**src/rtl/regfile_pkg.sv**
```systemverilog
// Shared definitions for the parametrised register bank.
//   - fun_sel operation codes applied to every selected register.
//   - Read-index helpers for the T-first, then-R output mapping:
//       index 0 .. NT-1        -> T1 .. T_NT
//       index NT .. NT+NR-1    -> R1 .. R_NR
package regfile_pkg;

  localparam logic [2:0] FUN_CLR  = 3'b000;
  localparam logic [2:0] FUN_LD   = 3'b001;
  localparam logic [2:0] FUN_DEC  = 3'b010;
  localparam logic [2:0] FUN_INC  = 3'b011;
  localparam logic [2:0] FUN_SHL  = 3'b100;
  localparam logic [2:0] FUN_SHR  = 3'b101;
  localparam logic [2:0] FUN_ROL  = 3'b110;
  localparam logic [2:0] FUN_HOLD = 3'b111;

  // Temporaries occupy the low read indices, so T(k+1) sits at slot k.
  localparam int T_BASE = 0;

  function automatic int t_slot(input int k);
    return T_BASE + k;
  endfunction

  // General registers follow the temporaries: R(k+1) sits at slot nt+k.
  function automatic int r_slot(input int nt, input int k);
    return T_BASE + nt + k;
  endfunction

endpackage

```
**src/rtl/regfile_cell.sv**
```systemverilog
// One W-bit register of the bank.
//   clk, rst_n : clock, synchronous active-low reset
//   en         : this register is selected for the current operation
//   fun_sel    : operation code (see regfile_pkg)
//   i_data     : load data
//   q          : current register value
//   d_next     : value the register takes at the next rising edge
//   wrap_hit   : selected inc from all-ones or selected dec from zero
module regfile_cell
  import regfile_pkg::*;
#(
  parameter int W = 8
) (
  input  logic         clk,
  input  logic         rst_n,
  input  logic         en,
  input  logic [2:0]   fun_sel,
  input  logic [W-1:0] i_data,
  output logic [W-1:0] q,
  output logic [W-1:0] d_next,
  output logic         wrap_hit
);

  // NOTE: every output of a combinational block gets a default before the
  // case, otherwise unlisted paths hold their value and a latch is inferred.
  always_comb begin
    d_next   = q;
    wrap_hit = 1'b0;
    if (!rst_n) begin
      d_next = '0;
    end else if (en) begin
      case (fun_sel)
        FUN_CLR: d_next = '0;
        FUN_LD:  d_next = i_data;
        FUN_DEC: begin
          d_next   = q - W'(1);
          wrap_hit = (q == '0);
        end
        FUN_INC: begin
          d_next   = q + W'(1);
          wrap_hit = &q;
        end
        FUN_SHL: d_next = q << 1;
        FUN_SHR: d_next = q >> 1;
        // Written with shifts so it also holds for W=1.
        FUN_ROL: d_next = (q << 1) | (q >> (W - 1));
        default: d_next = q;
      endcase
    end
  end

  // NOTE: state is updated with non-blocking assignments so every register
  // samples the pre-edge values of the others, whatever the block order.
  // The bank is a handful of flops, not a RAM, so each one is reset.
  always_ff @(posedge clk) begin
    q <= d_next;
  end

endmodule

```
**src/rtl/param_regfile.sv**
```systemverilog
// Parametrised datapath register bank: NR general registers R1..R_NR and
// NT temporaries T1..T_NT, all W bits, with two registered read ports.
//   clk, rst_n     : clock, synchronous active-low reset
//   i_data         : load data
//   fun_sel        : operation applied to every selected register
//   r_sel, t_sel   : register enables, MSB selects R1 / T1
//   o1_sel, o2_sel : read indices (T first, then R; out of range reads 0)
//   o1, o2         : registered read data (pre-update, or post-update when
//                    BYPASS=1)
//   wrap           : registered; some selected register wrapped last edge
module param_regfile
  import regfile_pkg::*;
#(
  parameter int W      = 8,
  parameter int NR     = 4,
  parameter int NT     = 4,
  parameter int BYPASS = 0,
  parameter int SW     = (NR + NT > 1) ? $clog2(NR + NT) : 1
) (
  input  logic          clk,
  input  logic          rst_n,
  input  logic [W-1:0]  i_data,
  input  logic [2:0]    fun_sel,
  input  logic [NR-1:0] r_sel,
  input  logic [NT-1:0] t_sel,
  input  logic [SW-1:0] o1_sel,
  input  logic [SW-1:0] o2_sel,
  output logic [W-1:0]  o1,
  output logic [W-1:0]  o2,
  output logic          wrap
);

  localparam int N = NR + NT;

  logic [N-1:0] en;
  logic [N-1:0] wrap_hit;
  logic [W-1:0] q      [N];
  logic [W-1:0] d_next [N];
  logic [W-1:0] rd1;
  logic [W-1:0] rd2;

  // Enables are indexed by read slot; select vectors are MSB-first.
  for (genvar k = 0; k < NT; k++) begin : g_t_en
    assign en[t_slot(k)] = t_sel[NT-1-k];
  end

  for (genvar k = 0; k < NR; k++) begin : g_r_en
    assign en[r_slot(NT, k)] = r_sel[NR-1-k];
  end

  for (genvar i = 0; i < N; i++) begin : g_cell
    regfile_cell #(.W(W)) u_cell (
      .clk      (clk),
      .rst_n    (rst_n),
      .en       (en[i]),
      .fun_sel  (fun_sel),
      .i_data   (i_data),
      .q        (q[i]),
      .d_next   (d_next[i]),
      .wrap_hit (wrap_hit[i])
    );
  end

  // Read muxes: an index matching no slot leaves the default 0.
  always_comb begin
    rd1 = '0;
    rd2 = '0;
    for (int i = 0; i < N; i++) begin
      if (o1_sel == SW'(i)) rd1 = (BYPASS != 0) ? d_next[i] : q[i];
      if (o2_sel == SW'(i)) rd2 = (BYPASS != 0) ? d_next[i] : q[i];
    end
  end

  always_ff @(posedge clk) begin
    if (!rst_n) begin
      o1   <= '0;
      o2   <= '0;
      wrap <= 1'b0;
    end else begin
      o1   <= rd1;
      o2   <= rd2;
      wrap <= |wrap_hit;
    end
  end

endmodule

```
**config.mk**
```make
export PLATFORM = sky130hd
export DESIGN_NAME = param_regfile
export DESIGN_NICKNAME = d
export VERILOG_FILES = /design/src/rtl/regfile_pkg.sv /design/src/rtl/regfile_cell.sv /design/src/rtl/param_regfile.sv
export SDC_FILE = /design/constraint.sdc
export NUM_CORES = 1
export LEC_CHECK = 0
export BUFFER_PORTS_ARGS = -buffer_cell sky130_fd_sc_hd__buf_4
export CORE_ASPECT_RATIO = 0.6
export CORE_MARGIN = 1.5
export CORE_UTILIZATION = 25
export CTS_CLUSTER_DIAMETER = 80
export DETAILED_ROUTE_END_ITERATION = 8
export SLEW_MARGIN = 10
export SYNTH_ARGS = -nofsm -noshare
export SYNTH_HDL_FRONTEND = slang
export SYNTH_SLANG_ARGS = --single-unit
```
**constraint.sdc**
```tcl
create_clock -name clk -period 4.1 [get_ports clk]
set_input_delay 0.82 -clock clk [delete_from_list [all_inputs] [get_ports clk]]
set_output_delay 0.82 -clock clk [all_outputs]
set_load 0.01 [all_outputs]
```
After elaboration in Yosys (flattened, before gate mapping)
Index checks and enable logic that the tools add are counted.

operators by class
  add/sub/neg operators = 16
  equality and inequality tests = 20
  muxes and demuxes = 48
  bitwise logic cells = 8
  reductions and logical operators = 29

operators by type and width
  cell                                                                    count
  8-bit case mux with 7 select lines                                      8
  8-bit two-way mux                                                       16
  8-bit by 1-bit adder with 8-bit output (second input constant)          8
  8-bit logical NOT                                                       8
  8-bit by 1-bit OR with 8-bit output                                     8
  8-bit AND reduction                                                     8
  8-bit by 1-bit subtractor with 8-bit output (second input constant)     8
  3-bit equality test (second input constant)                             11
  3-bit by 2-bit equality test with 1-bit output (second input constant)  6
  1-bit two-way mux                                                       16
  1-bit case mux with 2 select lines                                      8
  2-bit AND reduction                                                     8
  3-bit by 1-bit equality test with 1-bit output (second input constant)  3
  3-bit logical NOT                                                       3
  8-bit OR reduction                                                      1
  7-bit nonzero test                                                      1

word-level totals
  register bits = 81
  input bits = 27
  output and inout bits = 17
  word-level logic and storage cells = 132

Depth between registers and ports, before layout
Gate-level depths: netlist of the first run.

  depth in word-level cells = 9
  gate-level depth with buffers = 11
  depth with buffers taken out = 9

Cells and area by module
Synthesis of the first run repeated with hierarchy kept, for this count alone.

unflattened totals
  cell total of the unflattened synthesis = 1091
  area total of the unflattened synthesis = 8475.6 sq um

by module, submodules not included
  module                                times used  cells an instance  area each (sq um)  sequential area each (sq um)
  regfile_cell at g_cell[2].u_cell ...  6           114                854.6              160.2
  regfile_cell at g_cell[0].u_cell ...  2           120                913.4              160.2
  param_regfile                         1           167                1521.5             340.3

Worst setup path before layout of the first run
No wires, ideal clock.

  path type = input to register
  from = input fun_sel[1]
  to = register g_cell[0].u_cell.q[6]
  library setup time = 127 ps
  data arrival time = 3951 ps
  data required time = 3973 ps
  path slack = 22 ps
  stages = 11
  path buffers = 2
  path through = buf_2 > nor2b_1 > buf_2 > nand2_1 > inv_1 > fa_1 > nor2b_1 > o31a_1 > o21ai_0 > nor4b_1 > or3_1

between the ends
  cells in the longest elaborated chain, start to end = 3
  elaborated cells on any way between the ends = 10

ends and longest elaborated chain
  what                                                                    line                 text
  start, declared                                                         param_regfile.sv:23  input logic [2:0] fun_sel,
  3-bit by 1-bit equality test with 1-bit output (tied with other cells)  regfile_cell.sv:32   case (fun_sel)
  7-bit nonzero test (no source line)                                     -
  2-bit AND reduction (no source line)                                    -
  end signal, assigned                                                    regfile_cell.sv:56   q <= d_next;
  end, declared                                                           regfile_cell.sv:19   output logic [W-1:0] q,

Several ways; a longest one is shown, not always the timed one.
A chain may end at the register's enable or synchronous reset.

Worst setup path in the final report of the first run
Same ends and word-level chain as after synthesis.

==> results of run 1 <==
-- cells by family (layout without fill, tap and decap cells) --
kind of cell / Yosys count / count (layout) / synth area share, %
compound gates: 388 / 388 / 33.3
simple gates: 324 / 324 / 21.3
buf+inv: 119 / 107 / 6.26
flops: 81 / 81 / 20.4
fa+ha+maj: 58 / 58 / 9.91
mux: 43 / 43 / 5.54
xor+xnor: 29 / 29 / 3.20
-- final timing paths --
kind / to / from
worst min-delay path: g_cell[5].u_cell.q[0] / g_cell[5].u_cell.q[0]
worst min register to register: g_cell[5].u_cell.q[0] / g_cell[5].u_cell.q[0]
worst max-delay path: g_cell[0].u_cell.q[6] / fun_sel[1]
worst max register to register: g_cell[6].u_cell.q[6] / g_cell[6].u_cell.q[2]
-- per-layer routing --
metal	GRT usage, %	vias to the layer above	part of all wire, %
li1	-	3954	-
met1	29.2	4145	46
met2	24.1	539	37
met3	7.26	61	14
met4	5.13	0	2.2
met5	0.595	-	0
-- sequential cells by signal, summed over array words and instances, names as in the netlist --
register         flops
wrap                 1
o2                   8
o1                   8
g_cell.u_cell.q     64
-- placed cells by master (no fill, tap or decap), drive strengths merged, types with 7 or more instances in the layout --
cell type  synthesis  layout
o2111ai           14      14
a31oi              9       9
o21ai            109     109
nand2             88      88
a21boi            10      10
o22ai             13      13
nand3             36      36
nor3b             10      10
a22oi             10      10
nor3              20      20
dfxtp             81      81
o31a               7       7
nor2              41      41
nor2b             26      26
clkbuf            52      12
nand4             17      17
a221oi            26      26
and2              23      23
a41oi             15      15
mux2               7       7
ha                50      50
o2bb2ai           13      13
a21oi             51      51
xnor2             11      11
inv               32      32
xor2              18      18
a222oi            12      12
mux2i             36      36
or3               20      20
buf               35      59
a21o              22      22
o21a              15      15
fa                 8       8
o211ai            29      29
nor4              19      19
-- final cells by class --
type | instances | area [um^2] | share of cell area (%)
Timing Repair Buffer | 59 | 455 | 5.14
Multi-Input combinational cell | 842 | 5830 | 65.8
Clock buffer | 12 | 267 | 3.01
Sequential cell | 81 | 1620 | 18.3
Inverter | 32 | 120 | 1.35
Clock inverter | 4 | 50.0 | 0.564
Tap cell | 416 | 520 | 5.87
-- through the flow --
step           cell area, um^2  instances  hold slack, ns  util [%]  setup WS [ns]
2_1_floorplan             7930       1042           0.514         -         0.0220
3_3_place_gp              8550       1430           0.579      27.4          0.483
3_5_place_dp              8550       1430           0.597      27.4          0.460
4_1_cts                   8870       1446           0.609      28.4          0.842
5_1_grt                   8870       1446           0.632      28.4          0.649
6_report                  8870       1446           0.615      28.4          0.802
-- critical path, stage by stage --
cell	delay, ns
sky130_fd_sc_hd__buf_4	0.26
sky130_fd_sc_hd__nor2b_4	0.21
sky130_fd_sc_hd__nand2_2	0.35
sky130_fd_sc_hd__inv_1	0.57
sky130_fd_sc_hd__fa_1	0.32
sky130_fd_sc_hd__nor2b_1	0.07
sky130_fd_sc_hd__o31a_1	0.25
sky130_fd_sc_hd__o21ai_0	0.20
sky130_fd_sc_hd__a2111oi_0	0.12
sky130_fd_sc_hd__or3_1	0.36
-- power groups by stage --
stage	registers, uW	clock network (uW)	logic [uW]
after floorplan	940	0	735
after global placement	1030	0	933
after detailed placement	1040	0	945
after CTS	1020	909	949
after global routing	1040	935	1060
final	1030	895	972
==> impl.org, run 1 <==
** Pwr
- Tot Pwr :: 2900 uW
- Internal power comes to 1790 uW.
- Power spread over the standard cell area amounts to 327 mW/mm^2.
- The analysis attributes to cell leakage a power of 0.00328 uW.
- Net switching component of the power :: 1110 uW
- Part of the power in the clock network :: 30.8%
- In this run, flip-flops and latches consume 35.7% of the power.
- Switching share of power :: 38.4%
- VDD sags by at most 212 uV.
- The share of total power dissipated in combinational logic is 33.5%.

** Logic synthesis
- Post-synth cell types :: 62
- After technology mapping, the gate count stands at 1042.
- Dividing the synthesized area by the synthesized cell count gives 7.61 um^2.
- Most common cell in the synthesized netlist :: sky130_fd_sc_hd__nand2_1
- Register area share after synthesis :: 20.4%
- Counting flops and latches in the post-synthesis netlist gives 81.
- Proportion of netlist area held by the largest area contributor :: 20.4%
- Most common library cells after synthesis :: sky130_fd_sc_hd__nand2_1 (88), sky130_fd_sc_hd__dfxtp_1 (81), sky130_fd_sc_hd__o21ai_0 (59), sky130_fd_sc_hd__clkbuf_1 (52), sky130_fd_sc_hd__a21oi_1 (51)
- Number of enable-type register cells in the synthesized netlist :: 0
- Warnings from Yosys :: 0
- After synthesis, the share of flip-flops with an asynchronous set or reset is 0%.
- Cell type with the highest aggregate area in the netlist :: sky130_fd_sc_hd__dfxtp_1
- Sorting the synthesized cells by area gives the leading types as sky130_fd_sc_hd__dfxtp_1 (20%), sky130_fd_sc_hd__ha_1 (7.9%), sky130_fd_sc_hd__mux2i_1 (4.5%), sky130_fd_sc_hd__nand2_1 (4.2%), sky130_fd_sc_hd__o21ai_0 (3.7%).
- Net count of the mapped netlist :: 1127
- In the synthesized netlist the dominant register cell turns out to be sky130_fd_sc_hd__dfxtp_1.
- The mapped netlist covers 0.00793 mm^2.

** Floorplanning
- The initial utilization of the core area, before any placement, comes to 25.4%.
- Total Die Area :: 0.0328 mm^2
- Horizontal extent of the die :: 233 um
- Area of the core :: 0.0312 mm^2
- Die H :: 141 um
- In this run the count of I/O pins placed on the die edge is 44.
- Number of placement rows :: 50

** Timing
- Final total negative setup slack :: 0 ns
- Normalized max-slew margin :: 34.1%
- Measured slew at the worst slew-check pin :: 0.986 ns
- The number of hold violations in the final report came to 0.
- Period Utilization, post-route :: 80.4%
- Setup repair after global routing left no endpoint under its margin.
- Setup violations remaining at the end of the flow were counted as 0.
- For the finished layout, the period the worst path requires is 3.30 ns.
- For the final database, setup skew stands at 0.0132 ns.
- Timing would allow up to 0.303 GHz.
- The max-slew violation count came to 0.

** Finish
- Area growth syn-to-layout :: 11.8%
- For this run, the post-layout net count is 1110.
- The filler cells instantiated in the layout total 3355.
- Share of post-route cells with drive strength above 1 :: 8.45%
- 0 antenna diodes ended up in the layout.

** Clock tree
- After clock tree synthesis, the repair step resized 0 gates.
- Clock latency on the worst-skew pair :: 0.37 ns
- Clock buffers created by TritonCTS :: 9
- Clock slew seen by the registers of the worst setup and hold paths :: 0.07 ns
- TritonCTS built the clock tree.
- Count of hold buffers inserted by post-cts repair :: 0
- Maximum clock insertion buffer count :: 2
- Buffers added to address setup during post-CTS repair amount to 0.
- Clock root buffer :: sky130_fd_sc_hd__clkbuf_16
- The H-tree generated during clock tree synthesis spans 3 levels.
- Counting every sink on the clock net gives 81.

** Route
- Antenna violation net count after detailed routing :: 0
- Number of detailed-route iterations in the first pass :: 7
- Vias post-DR :: 8699
- Summed over all layers, the routed wires come to 31900 um.
- For this run, design rule violations remaining after detail routing come to 0.
- In the final routed layout, each cell accounts on average for 22.1 um.
- Vias per inst :: 6.02
- First DRT Iteration DRCs :: 1442

** Critical path
- STA classifies the critical path startpoint as an input pin.
- Number of cells on the worst reg-to-reg path :: 6
- Worst Setup End Kind :: flip-flop
- Internal reg-to-reg setup slack :: 1.86 ns
- For the worst setup path, the data arrival time is 3.55 ns.
- Class of the most critical setup path :: in2reg
- Required time of the worst setup path :: 4.35 ns
- In this run the worst path has a maximum fanout of 21.

** Placed design
- HPWL after detailed placement :: 22900 um
- Placer Congestion :: 0.998
- In this run the tool buffered the top-level ports with 43 buffer cells.

** Job
- Max Cap Viol :: 0

** Outcome
- The run finished with clean final reports.

** GRT
- The initial antenna violation count came to 0.
- Pin count of the biggest net entering global routing :: 79
- The first global-routing pass estimated 47800 um of wire.
- The total overflow left after global routing is 0.
- The via count of the first global-routing pass is 7669.
- Overall global routing resource usage :: 19.2%

** Min path
- The tightest min-delay check is of the reg2reg type.
- Count of cells along the worst hold path :: 2
(Power assumes the default switching activity.)
==> run 2: changes to the inputs <==
==> constraint.sdc (replaced) <==
create_clock -name clk -period 3 [get_ports clk]
set_input_delay 0.6 -clock clk [delete_from_list [all_inputs] [get_ports clk]]
set_output_delay 0.6 -clock clk [all_outputs]
set_load 0.01 [all_outputs]
==> run 2 against run 1 <==
Critical path depth unchanged; sequential share of layout area down 0.35 points; clock power up 37%; critical path type unchanged; worst setup slack worse by 0.20 ns; design area up 2.0%; sequential power up 36%; first-iteration DRC count up 0.14%; via count up 0.87%; non-clock buffer count up 17; clock skew down 0.0027 ns.
==> impl.org, run 2 (synthesis results as in run 1) <==
** Floorplanning
- The floorplan has 50 rows.
- 44 I/O pins were placed.
- Total Die Area :: 0.0328 mm^2
- In this run the vertical extent of the chip is 141 um.
- Area of the core :: 0.0312 mm^2
- The die is 233 um wide.
- Once the floorplan was initialized, standard cells occupied 25.4% of the core.

** Pwr
- In this run the static leakage power is 0.00338 uW.
- Overall power consumption after layout is estimated at 3990 uW.
- Worst IR Drop VDD :: 290 uV
- In this run the power density over the cells is 441 mW/mm^2.

** Timing
- Measured slew at the worst slew-check pin :: 0.799 ns
- Worst Clk Skew :: 0.0106 ns
- Number of hold violations in the final report :: 0
- The max-slew violation count came to 0.
- Headroom to the max-slew limit came out at 46.6%.
- Maximum clock frequency :: 0.417 GHz
- Of the available clock period, the critical path in the final layout requires 80.0%.
- RSZ-0062 raised after global routing :: no
- In the final timing run, aggregate negative setup slack is 0 ns.
- Count of endpoints failing setup in the final report :: 0
- The worst path in the final design needs a cycle of 2.40 ns, including I/O delays and setup.

** Outcome
- The flow ran to the end, and the final reports show no timing, DRC or antenna violations.

** Route
- First DRT Iteration DRCs :: 1444
- The routed layout has 8775 vias.
- After detailed routing, the number of remaining DRC violations is 0.
- For this run, the detailed router's first-pass iteration total came to 9.
- Routed len/inst :: 21.6 um
- Total wire length :: 31500 um
- After detailed routing, the number of vias per cell comes to 6.00.
- Antenna violation net count after detailed routing :: 0

** Critical path
- Data on the critical path is required at its endpoint by 3.30 ns.
- Reg2reg end :: g_cell[0].u_cell.q[6]
- Worst Setup End Kind :: flip-flop
- The critical path in this run is classified as in2reg.
- Data arrival at the endpoint of the critical path :: 2.70 ns
- Counting cells, the worst reg-to-reg path comes to 7.
- The startpoint identified for the worst register-to-register timing path is g_cell[0].u_cell.q[1].
- The worst setup path is launched from an input pin.
- Of all nets on the critical path, the largest fanout is 36.
- Internal reg-to-reg setup slack :: 0.83 ns

** Min path
- The tightest min-delay check is of the in2reg type.
- The path with the worst hold slack has its endpoint at g_cell[5].u_cell.q[3].
- The worst hold path was traced through 2 stages.
- In this run the most critical hold path is launched from r_sel[2].

** Finish
- Number of diodes added for antenna fixing :: 0
- Registers with the most flip-flops :: g_cell.u_cell.q: 64 flops, o1: 8 flops, o2: 8 flops
- Cells fill 29.0% of the core in the end.
- In the final layout, the share of cells above drive strength 1 is 9.84%.
- The register with the most flip-flops in the layout has 64 of them.
- Counting the fill cells in the layout gives 3340.
- Register with the most flip-flops :: g_cell.u_cell.q
- Leaving out fill and tap cells, the most frequent cell in the layout is sky130_fd_sc_hd__nand2_1.
- The final layout contains 1127 nets.
- Filler-free cell count of the finished design :: 1463
- The top cell types in the final layout, fill and taps aside, are sky130_fd_sc_hd__nand2_1 (87), sky130_fd_sc_hd__dfxtp_1 (81), sky130_fd_sc_hd__buf_4 (72).
- Area growth syn-to-layout :: 14.0%

** Placed design
- Routability-driven placement finished with a final weighted congestion of 1.03.
- Cell count after placement :: 1447
- HPWL after detailed placement :: 22700 um
- # port buffers :: 43

** Clock tree
- Depth of the CTS H-tree :: 3
- Clock slew seen by the registers of the worst setup and hold paths :: 0.06 ns
- Post-CTS setup repair buffer count :: 0
- The number of clock buffers added by TritonCTS is 9.
- Clock tree synthesis found a total of 81 sinks.
- Clock tree from TritonCTS :: yes
- Clock latency on the worst-skew pair :: 0.37 ns
- Post-CTS repair changed the size of 0 cells.
- No sink is reached through more buffers than the 2 on the longest clock path.
- Clock root buffer :: sky130_fd_sc_hd__clkbuf_16
- Count of hold buffers inserted by post-cts repair :: 0

** GRT
- The first global-routing pass estimated 48000 um of wire.
- The via count of the first global-routing pass is 7833.
- Leftover overflow at the end of global routing :: 0
- Number of antenna violations at the first check in global routing :: 0
- Entering global routing, the biggest net connects 57 pins.
- For this run, the total global-route usage over all layers was measured as 19.1%.

** Job
- The tool flagged a number of max-cap violations equal to 0.
==> run 2: cell types whose count changed in the layout (fill, tap and decap cells not counted), sizes merged <==
| cell | previous run | this run |
|---|---|---|
| clkinv | 1 | 3 |
| buf | 59 | 76 |
| clkbuf | 12 | 10 |
| bufinv | 1 | 2 |
| clkinvlp | 2 | 1 |
==> run 2: worst max-delay path: stages <==
cell,delay (ns)
sky130_fd_sc_hd__buf_4,0.12
sky130_fd_sc_hd__nor2b_4,0.17
sky130_fd_sc_hd__nand2_8,0.10
sky130_fd_sc_hd__buf_12,0.20
sky130_fd_sc_hd__ha_1,0.35
sky130_fd_sc_hd__and3_1,0.22
sky130_fd_sc_hd__a2111oi_0,0.41
sky130_fd_sc_hd__nor3_1,0.13
sky130_fd_sc_hd__mux2_1,0.32
sky130_fd_sc_hd__o21ai_1,0.07
==> run 2: final cells by class <==
type / count / area [um^2] / area share [%]
Tap cell: 416 / 520 / 5.76
Multi-Input combinational cell: 842 / 5850 / 64.7
Clock inverter: 6 / 82.6 / 0.913
Clock buffer: 10 / 229 / 2.53
Timing Repair Buffer: 76 / 621 / 6.87
Sequential cell: 81 / 1620 / 17.9
Inverter: 32 / 120 / 1.33
==> run 2: worst max-delay path by stage <==
stage,from,end,slack (ns),cells past startpoint
6_report,fun_sel[2],g_cell[5].u_cell.q[7],0.60,10
5_1_grt,fun_sel[2],g_cell[0].u_cell.q[6],0.43,10
4_1_cts,fun_sel[2],g_cell[5].u_cell.q[7],0.59,10
3_5_place_dp,fun_sel[2],g_cell[5].u_cell.q[7],0.22,10
3_3_place_gp,fun_sel[2],g_cell[5].u_cell.q[7],0.18,10
2_1_floorplan,fun_sel[1],g_cell[3].u_cell.q[6],0.12,11
==> run 2: where the power goes <==
part | switching [uW] | internal (uW) | total, uW
combinational | 771 | 584 | 1350
clock | 507 | 725 | 1230
sequential | 234 | 1170 | 1400
total | 1510 | 2470 | 3990
==> run 2: stage by stage <==
step | hold slack, ns | worst slack, ns | instance area, um^2
finish | 0.499 | 0.599 | 9040
global route | 0.502 | 0.433 | 9040
CTS | 0.489 | 0.593 | 9040
detailed placement | 0.570 | 0.220 | 8730
global placement | 0.580 | 0.177 | 8730
floorplan | 0.514 | 0.121 | 7950
==> run 2: per-layer routing <==
layer  vias up  GRT usage (%)  part of all wire (%)
li1       3991              -                     -
met3        62           7.99                    15
met4         0           5.84                   2.7
met2       556           24.0                    37
met5         -              0                     0
met1      4166           28.4                    46
